## src/rtl/reg_file.sv

```systemverilog
// Multi-ported register file: one write port and two registered read ports.
// A per-register busy scoreboard refuses reads of registers that are still awaiting a write.
module reg_file #(
  parameter int DATA_W   = 8,
  parameter int ADDR_W   = 2,
  parameter int ZERO_REG = 0,
  localparam int DEPTH   = 2**ADDR_W
) (
  input  logic              clk,
  input  logic              rst,
  input  logic              wr_en,
  input  logic [ADDR_W-1:0] wr_addr,
  input  logic [DATA_W-1:0] wr_data,
  input  logic              rd_en,
  input  logic [ADDR_W-1:0] rd_addr_1,
  input  logic [ADDR_W-1:0] rd_addr_2,
  output logic [DATA_W-1:0] rd_data_1,
  output logic [DATA_W-1:0] rd_data_2,
  output logic              rd_valid,
  input  logic              lock_en,
  input  logic [ADDR_W-1:0] lock_addr,
  output logic [DEPTH-1:0]  busy,
  output logic              stall
);

  logic [DATA_W-1:0] regs_q [DEPTH];
  logic [DEPTH-1:0]  busy_q, busy_d;
  logic [DATA_W-1:0] rd_data_1_q, rd_data_1_d;
  logic [DATA_W-1:0] rd_data_2_q, rd_data_2_d;
  logic              rd_valid_q;

  logic wr_ok, lock_ok, hit_1, hit_2, rd_acc;

  // Address 0 swallows writes and locks when it is the hardwired zero register.
  assign wr_ok   = wr_en   && !((ZERO_REG != 0) && (wr_addr   == '0));
  assign lock_ok = lock_en && !((ZERO_REG != 0) && (lock_addr == '0));

  assign hit_1 = wr_ok && (wr_addr == rd_addr_1);
  assign hit_2 = wr_ok && (wr_addr == rd_addr_2);

  // A same-edge write to a busy register satisfies the pending read through the bypass.
  assign stall  = !rst && rd_en &&
                  ((busy_q[rd_addr_1] && !hit_1) || (busy_q[rd_addr_2] && !hit_2));
  assign rd_acc = rd_en && !stall;

  assign rd_data_1_d = hit_1 ? wr_data : regs_q[rd_addr_1];
  assign rd_data_2_d = hit_2 ? wr_data : regs_q[rd_addr_2];

  // The lock is applied after the write clear so it wins on the same address.
  always_comb begin
    busy_d = busy_q;
    if (wr_en) begin
      busy_d[wr_addr] = 1'b0;
    end
    if (lock_ok) begin
      busy_d[lock_addr] = 1'b1;
    end
  end

  always_ff @(posedge clk or posedge rst) begin
    if (rst) begin
      for (int i = 0; i < DEPTH; i++) begin
        regs_q[i] <= '0;
      end
      busy_q      <= '0;
      rd_data_1_q <= '0;
      rd_data_2_q <= '0;
      rd_valid_q  <= 1'b0;
    end else begin
      if (wr_ok) begin
        regs_q[wr_addr] <= wr_data;
      end
      busy_q     <= busy_d;
      rd_valid_q <= rd_acc;
      if (rd_acc) begin
        rd_data_1_q <= rd_data_1_d;
        rd_data_2_q <= rd_data_2_d;
      end
    end
  end

  assign rd_data_1 = rd_data_1_q;
  assign rd_data_2 = rd_data_2_q;
  assign rd_valid  = rd_valid_q;
  assign busy      = busy_q;

endmodule

```

## config.mk

```make
export PLATFORM = sky130hd
export DESIGN_NAME = reg_file
export DESIGN_NICKNAME = d
export VERILOG_FILES = /design/src/rtl/reg_file.sv
export SDC_FILE = /design/constraint.sdc
export NUM_CORES = 1
export LEC_CHECK = 0
export ABC_CLOCK_PERIOD_IN_PS = 3100
export BUFFER_PORTS_ARGS = -buffer_cell sky130_fd_sc_hd__buf_2
export CAP_MARGIN = 25
export CORE_UTILIZATION = 40
export CTS_CLUSTER_DIAMETER = 80
export CTS_CLUSTER_SIZE = 14
export DETAILED_ROUTE_END_ITERATION = 10
export PLACE_DENSITY = 0.65
export SYNTH_ARGS = -nofsm -noshare
export SYNTH_HDL_FRONTEND = slang
export SYNTH_SLANG_ARGS = --single-unit
```

## constraint.sdc

```tcl
create_clock -name clk -period 3.1 [get_ports clk]
set_input_delay 0.31 -clock clk [delete_from_list [all_inputs] [get_ports clk]]
set_output_delay 0.31 -clock clk [all_outputs]
set_load 0.01 [all_outputs]
```

# After elaboration in Yosys (flattened, before gate mapping)

Cells that the tools add are included.

Multiplexer cells: 21
Equal/unequal tests: 2
Reductions and logical operators: 15
$lt $le $gt $ge: 10
Bitwise gates (word level): 6

Operators by type and width:

| kind                                                               | count |
|---|---|
| two-way mux 8 bit                                                  | 7 |
| binary-select mux 8 bit (select 2 bit)                             | 2 |
| bitwise mux 32 bit                                                 | 1 |
| demux 8 bit (select 2 bit)                                         | 1 |
| < comparator 2 x 3 -> 1 bit (second input constant)                | 4 |
| logical AND 1 bit                                                  | 10 |
| greater-or-equal comparator 3 bit (second input constant)          | 3 |
| inverter 2 -> 3 bit                                                | 3 |
| two-way mux 4 bit                                                  | 2 |
| AND 4 bit                                                          | 1 |
| binary-select mux 1 bit (select 2 bit)                             | 2 |
| demux 1 bit (select 2 bit)                                         | 2 |
| == test 2 bit                                                      | 2 |
| greater-or-equal comparator 2 x 1 -> 1 bit (second input constant) | 2 |
| logical NOT 1 bit                                                  | 4 |
| two-way mux 1 bit                                                  | 4 |
| inverter 4 bit                                                     | 1 |
| bitwise OR 4 bit                                                   | 1 |
| < comparator 3 x 1 -> 1 bit (second input constant)                | 1 |
| logical OR 1 bit                                                   | 1 |

Word-level logic and storage cells: 62
Register bits after elaboration: 53
Output and inout bits: 22
Input bits: 21

# Longest topological paths before layout

Gate-level depths: netlist of the first run.

Depth after elaboration: 9
Mapped depth: 7
Gate-level depth less buffers: 5

# Least setup slack after synthesis of the first run

No wires, ideal clock.

Kind: input port to flip-flop
Start point: input port rd_addr_2[0]
End point: register rd_data_1_q[7] (netlist: rd_data_1[7])
Setup slack: 1.192 ns
Path buffers: 2
Data arrival time: 1.783 ns
Library setup time: 0.125 ns
Cell stages on the path: 6
Required time: 2.975 ns
Path through: buf_4 mux4_2 a22oi_4 o21ai_4 buf_6 mux2_4

Cells in the longest elaborated chain, start to end: 8
Elaborated cells between the ends (all ways): 10
Those cells by class: eq/ne (1); mux (2); reduce/logical (7)

Ends and longest elaborated chain:

| item                   | RTL line | source |
|---|---|---|
| start: declaration     | 16       | `input logic [ADDR_W-1:0] rd_addr_2,` |
| == test 2 bit          | 39       | `assign hit_2 = wr_ok && (wr_addr == rd_addr_2);` |
| logical AND 1 bit      | 39       |  |
| logical NOT 1 bit      | 43       | `((busy_q[rd_addr_1] && !hit_1) \|\| (busy_q[rd_addr_2] && !hit_2));` |
| logical AND 1 bit *    | 43       |  |
| logical OR 1 bit *     | 43       |  |
| logical AND 1 bit *    | 42       | `assign stall = !rst && rd_en &&` |
| logical NOT 1 bit *    | 44       | `assign rd_acc = rd_en && !stall;` |
| logical AND 1 bit *    | 44       |  |
| end signal: assignment | 76       | `rd_data_1_q <= rd_data_1_d;` |
| end: declaration       | 28       | `logic [DATA_W-1:0] rd_data_1_q, rd_data_1_d;` |

Mark *: on every way between the ends. The rest lies on a longest branch, timed or not. The select of a mux whose other input is x is not followed.
A chain may end at the register's enable or synchronous reset.

# Final worst setup path of the first run

Start point: register busy_q[2] (netlist: busy[2])
End point: output port stall

Cells in the longest elaborated chain, start to end: 5
Elaborated cells between the ends (all ways): 8
Those cells by class: mux (4); reduce/logical (4)

Ends and longest elaborated chain:

| item                                    | RTL line | source |
|---|---|---|
| start: declaration                      | 27       | `logic [DEPTH-1:0] busy_q, busy_d;` |
| start signal: assignment                | 73       | `busy_q <= busy_d;` |
| binary-select mux 1 bit (select 2 bit)  | 43       |  |
| two-way mux 1 bit (not written as such) | 43       |  |
| logical AND 1 bit                       | 43       |  |
| logical OR 1 bit *                      | 43       |  |
| logical AND 1 bit *                     | 42       |  |
| end: declaration                        | 23       | `output logic stall` |

Marks and branches as above.

==> impl_metrics.ini, run 1 <==
[run_status]
status = complete, no violations

[global_routing]
grt_start_max_net_pins = 30
grt_util_all_layers_pct = 17.1
grt_pass1_wl_um = 9100
grt_pass1_vias = 1685
grt-ovfl-total = 0
antenna_found_initial = 0

[synthesis]
synthArstFlopShare_pct = 100
syn_inst = 166
synth_area_per_cell_um2 = 16.6
seq_area_frac_synth_pct = 48.0
syn_nets = 187
synth-seq-cells = 53
synth_top_area_share_pct = 48.0
yosys_warnings = 0
synth_edf_count = 0
synthDistinctLibCells = 22
synthFlopType = dfrtp_1
syn_area_um2 = 2760
synth.area.top_cells = dfrtp_1, mux2_2, mux4_2
yosysTopAreaCell = dfrtp_1

[final_layout]
fin_util_pct = 48.1
syn2layout_area_growth_pct = 13.1
instances_no_fill = 286
multi_input_area_um2 = 1360
final_common_cell = mux2_2
nNetsFinal = 229
seq_area_um2 = 1330
final_cell_area_um2 = 3120
layout-drive-gt1-share_pct = 62.7
layout_common_cells = mux2_2, dfrtp_1, buf_2
n_antenna_cell = 0
final.fill_count = 550

[power]
peakVddDrop_mv = 0.207
powerDensity_nw_per_um2 = 641
p_leak_nw = 1.39

[clock_tree]
root_buffer = clkbuf_8
clk_path_buf_depth = 2
cts_made_buffers = 5
cts_htree_levels = 2
holdBufCountCts = 0
clk_pin_slew_ns = 0.09
cts.repair.resized = 0
clk-insertion-delay-late_ns = 0.31
cts_tree = done
cts_sinks = 53
post-cts-setup-buffers = 0

[worst_setup_path]
worstPathRequired_ns = 2.79
worstSetupPathType = reg2out
crit_fanout = 4
cp-start-kind = flip-flop
cp_data_arrival_time_ns = 1.70
crit_path_end_kind = output port

[floorplan]
io_pins = 43
num_rows = 29
die_h_um = 85.1
initial_core_util_pct = 42.5
die_x_um = 85.1
core_area_um2 = 6490
dieArea_um2 = 7240

[worst_hold_path]
hp-class = in2async

[timing]
post-route-period-util_pct = 65.0
worstMarginPinSlew_ns = 0.961
min_period_ns = 2.01
maxSlewHeadroom_pct = 35.7
setup_viol = 0
fin_skew_ns = 0.00503
drv_slew = 0
setup_tns_ns = 0
rsz0062_at_grt = no
fmax_mhz = 497
hold_viol_final = 0

[drt]
drt_iter0_markers = 75
vias_per_cell = 5.69
firstDrtPassIters = 4
vias = 1627
drcViolationCount = 0
wire_per_inst_um = 19.7
antenna_left = 0
wirelength_um = 5630

[placement]
portBuffers = 42
dpl-instance-area_um2 = 3020
dp_hpwl_um = 3840
gp_congestion = 0.765
placedCellCount = 278

[job]
cap_violations = 0
## flip-flops by register name, summed over array words and instances, names as in the netlist
signal,count
busy,4
rd_data_1,8
rd_data_2,8
rd_valid,1
regs_q,32
## through the flow
stage	setup WS, ns	hold WS, ns	power [mW]
final	1.09	0.110	2.00
after global routing	1.03	0.155	2.11
after CTS	1.08	0.130	2.03
after detailed placement	0.831	0.470	1.59
after global placement	0.895	0.470	1.58
after floorplan	1.19	0.405	1.39
## metal layers
layer | vias up | share of wire [%] | GRT usage (%)
met2 | 44 | 47 | 26.8
li1 | 729 | - | -
met5 | - | 0 | 0
met4 | 0 | 1.6 | 6.01
met1 | 846 | 46 | 22.9
met3 | 8 | 4.9 | 4.77
## where the power goes
group	switching, mW	internal (mW)
clock network	0.229	0.202
logic	0.234	0.364
registers	0.110	0.863
total	0.573	1.43
## path summary, 6_finish.rpt
kind | endpoint | cells after the start | startpoint | slack [ns]
max | stall | 4 | busy[2]$_DFF_PP0_ | 1.09
min | busy[1]$_DFF_PP0_ | 2 | rst | 0.11
max reg2reg | rd_data_1[3]$_DFFE_PP0P_ | 4 | busy[2]$_DFF_PP0_ | 1.22
min reg2reg | rd_data_2[6]$_DFFE_PP0P_ | 1 | rd_data_2[6]$_DFFE_PP0P_ | 0.51
max in group asynchronous | regs_q[29]$_DFFE_PP0P_ | 3 | rst | 2.25
min in group clk | busy[2]$_DFF_PP0_ | 2 | lock_addr[0] | 0.22
## area by class of cell
| type | instances | share of cell area [%] |
|---|---|---|
| Clock buffer | 7 | 3.08 |
| Multi-Input combinational cell | 100 | 43.6 |
| Sequential cell | 53 | 42.5 |
| Clock inverter | 1 | 0.160 |
| Inverter | 5 | 0.601 |
| Tap cell | 77 | 3.08 |
| Timing Repair Buffer | 43 | 6.97 |
## cell usage after synthesis (2+ instances only)
library cell	number
mux2_4	9
mux4_2	10
mux2_2	55
buf_2	4
nand3_2	2
a32o_1	2
buf_6	2
dfrtp_1	53
nand3b_1	2
xnor2_1	4
mux4_1	8
inv_1	5
## worst max-delay path, stage by stage, from the launching register on
cell and delay [ns]:
dfrtp_1 0.42, mux4_2 0.50, a22oi_4 0.23, nor3b_1 0.08, buf_2 0.14
## cell families (layout without fill, tap and decap cells)
kind of cell           after synthesis  in the layout  share of synthesized area [%]
AO/OA/AOI/OAI                        6              6                           2.67
XOR/XNOR                             4              4                           1.27
buffers and inverters               13             56                           2.63
flip-flops                          53             53                           48.0
multiplexers                        82             82                           43.1
AND/OR/NAND/NOR                      8              8                           2.31
(Power assumes the default switching activity.)
==> inputs of run 2 (changes only) <==
- ABC_AREA: not set -> 1
- ABC_CLOCK_PERIOD_IN_PS: 3100 -> 1670
- PLACE_DENSITY: 0.65 -> 0.67
- clock period: 3.1 -> 1.67 ns (I/O delays scaled with it)
==> impl_metrics.ini, run 2 <==
[run_status]
status = complete, no violations

[clock_tree]
cts_sinks = 53
cts_tree = done
clk-insertion-delay-late_ns = 0.31
root_buffer = clkbuf_8
cts_made_buffers = 5
clk_path_buf_depth = 2
cts_htree_levels = 2
clk_pin_slew_ns = 0.09

[global_routing]
grt-ovfl-total = 0
antenna_found_initial = 0
grt_start_max_net_pins = 27
grt_pass1_vias = 2635
grt_util_all_layers_pct = 20.9
grt_pass1_wl_um = 12200

[timing]
fmax_mhz = 627
setup_viol = 0
min_period_ns = 1.60
drv_slew = 0
setup_tns_ns = 0
maxSlewHeadroom_pct = 68.2
worstMarginPinSlew_ns = 0.476
post-route-period-util_pct = 95.5
fin_skew_ns = 0.00468
hold_viol_final = 0
setup_ws_ns = 0.0749
rsz0062_at_grt = no

[drt]
dr_wl_met2_um = 3260
vias_per_cell = 5.12
wirelength_um = 7180
highest_layer = met4
dr_wl_met3_um = 430
antenna_left = 0
wire_per_inst_um = 13.6
drt-met1-wl_um = 3330
drcViolationCount = 0
vias = 2706
firstDrtPassIters = 5
drt_iter0_markers = 165

[power]
peakVddDrop_mv = 0.717
switching_share_pct = 33.6
switching_power_mw = 1.07
combPwrFrac_pct = 26.6
powerDensity_nw_per_um2 = 960
p_leak_nw = 1.74
share_clk_of_total_power_pct = 22.1
p_int_mw = 2.12
seqPwrFrac_pct = 51.2
report.power.total_mw = 3.18

[placement]
place_ws_ns = 0.125
dp_hpwl_um = 5280
portBuffers = 42
gp_congestion = 0.917

[worst_setup_path]
worstSetupPathType = reg2out
worstSetupStartpoint = busy[0]$_DFF_PP0_
cp-start-kind = flip-flop
r2r_start = busy[0]$_DFF_PP0_
r2r_end = rd_data_1[0]$_DFFE_PP0P_
cp_data_arrival_time_ns = 1.43
crit_end = stall
crit_fanout = 9
worstPathRequired_ns = 1.50
crit_path_end_kind = output port
rr_worst_depth = 10
reg2reg_slack_ns = 0.31

[synthesis]
synthTopCellsByCount = nand2_1, o21ai_0, dfrtp_1, inv_1, nand3_1
yosys_warnings = 0
syn_inst = 385
synth_area_per_cell_um2 = 7.46
yosysMostFrequentCell = nand2_1
yosysTopAreaCell = dfrtp_1
seq_area_frac_synth_pct = 46.1
syn_area_um2 = 2870
syn_nets = 406
synth.area.top_cells = dfrtp_1, nand2_1, o21ai_0
synthArstFlopShare_pct = 100
synth_top_area_share_pct = 46.1
synthDistinctLibCells = 23
synth-seq-cells = 53
synthFlopType = dfrtp_1
synth_edf_count = 0

[floorplan]
core_area_um2 = 6870
die_h_um = 86.8
initial_core_util_pct = 41.8
io_pins = 43
die_x_um = 86.8
num_rows = 30
dieArea_um2 = 7530

[final_layout]
largest_reg_flops = 32
syn2layout_area_growth_pct = 15.5
top_register = regs_q
layout-drive-gt1-share_pct = 20.8
n_antenna_cell = 0
fin_util_pct = 48.3
layout_common_cells = nand2_1, o21ai_0, dfrtp_1
final_common_cell = nand2_1
final.fill_count = 710
nNetsFinal = 453

[job]
cap_violations = 0

[worst_hold_path]
hp-class = in2reg
==> run 2: timing repair <==
| item | CTS | global route |
|---|---|---|
| gates resized for setup | 0 | 2 |
| hold buffers | 1 | 0 |
| buffers inserted | 0 | 4 |
| endpoints found under the setup margin | 0 | 1 |
| endpoints found under the hold margin | 19 | 0 |
==> run 2: worst max-delay path, stage by stage, from the launching register on <==
cell and delay, ns:
dfrtp_1 0.39, inv_1 0.10, nand2_1 0.07, nand3_1 0.06, nand2_1 0.08, nand2_2 0.09, nand2_4 0.07, nand2_8 0.08
inv_1 0.05, buf_2 0.13
==> run 2: per-stage QoR <==
stage          std cells  instance area [µm²]  hold slack, ns
2_1_floorplan        385                 2870           0.276
3_3_place_gp         516                 3200           0.218
3_5_place_dp         516                 3200           0.223
4_1_cts              525                 3290          0.0742
5_1_grt              529                 3320          0.0908
6_report             529                 3320          0.0806
==> run 2: cells by family (layout without fill, tap and decap cells) <==
family | count (synthesis) | in the layout | share of synthesized area, %
and+or+nand+nor | 167 | 167 | 26.2
buffers and inverters | 63 | 111 | 9.71
DFF | 53 | 53 | 46.1
AOI/OAI and AO/OA | 102 | 102 | 17.9
==> run 2: power by group through the flow <==
stage | clock network, mW | logic, mW | registers, mW
2_1_floorplan | 0 | 0.516 | 1.68
3_3_place_gp | 0 | 0.818 | 1.65
3_5_place_dp | 0 | 0.838 | 1.65
4_1_cts | 0.742 | 0.842 | 1.63
5_1_grt | 0.781 | 0.974 | 1.66
6_report | 0.705 | 0.848 | 1.63
==> run 2: final cells by class <==
type                    count  area, µm²  share of cell area (%)
inverters                  44        168                    5.05
repair buffers             59        353                    10.6
multi-input cells         269       1270                    38.2
flip-flops and latches     53       1330                    40.0
clock buffers               6       72.6                    2.19
clock inverters             2       10.0                   0.302
well taps                  96        120                    3.62
==> run 2: layer usage <==
metal | vias to the layer above | track usage [%]
met5 | - | 0
met4 | 0 | 8.03
met3 | 17 | 3.33
met2 | 97 | 34.3
met1 | 1254 | 27.9
li1 | 1338 | -
==> run 2: worst min path at each step <==
stage | endpoint | start | cells after the start
floorplan | busy[0]$_DFF_PP0_ | lock_addr[1] | 1
CTS | busy[0]$_DFF_PP0_ | lock_addr[1] | 2
global placement | rd_data_2[3]$_DFFE_PP0P_ | rst | 2
global route | busy[0]$_DFF_PP0_ | lock_addr[1] | 2
detailed placement | rd_data_2[4]$_DFFE_PP0P_ | rst | 2
finish | busy[0]$_DFF_PP0_ | lock_addr[1] | 2
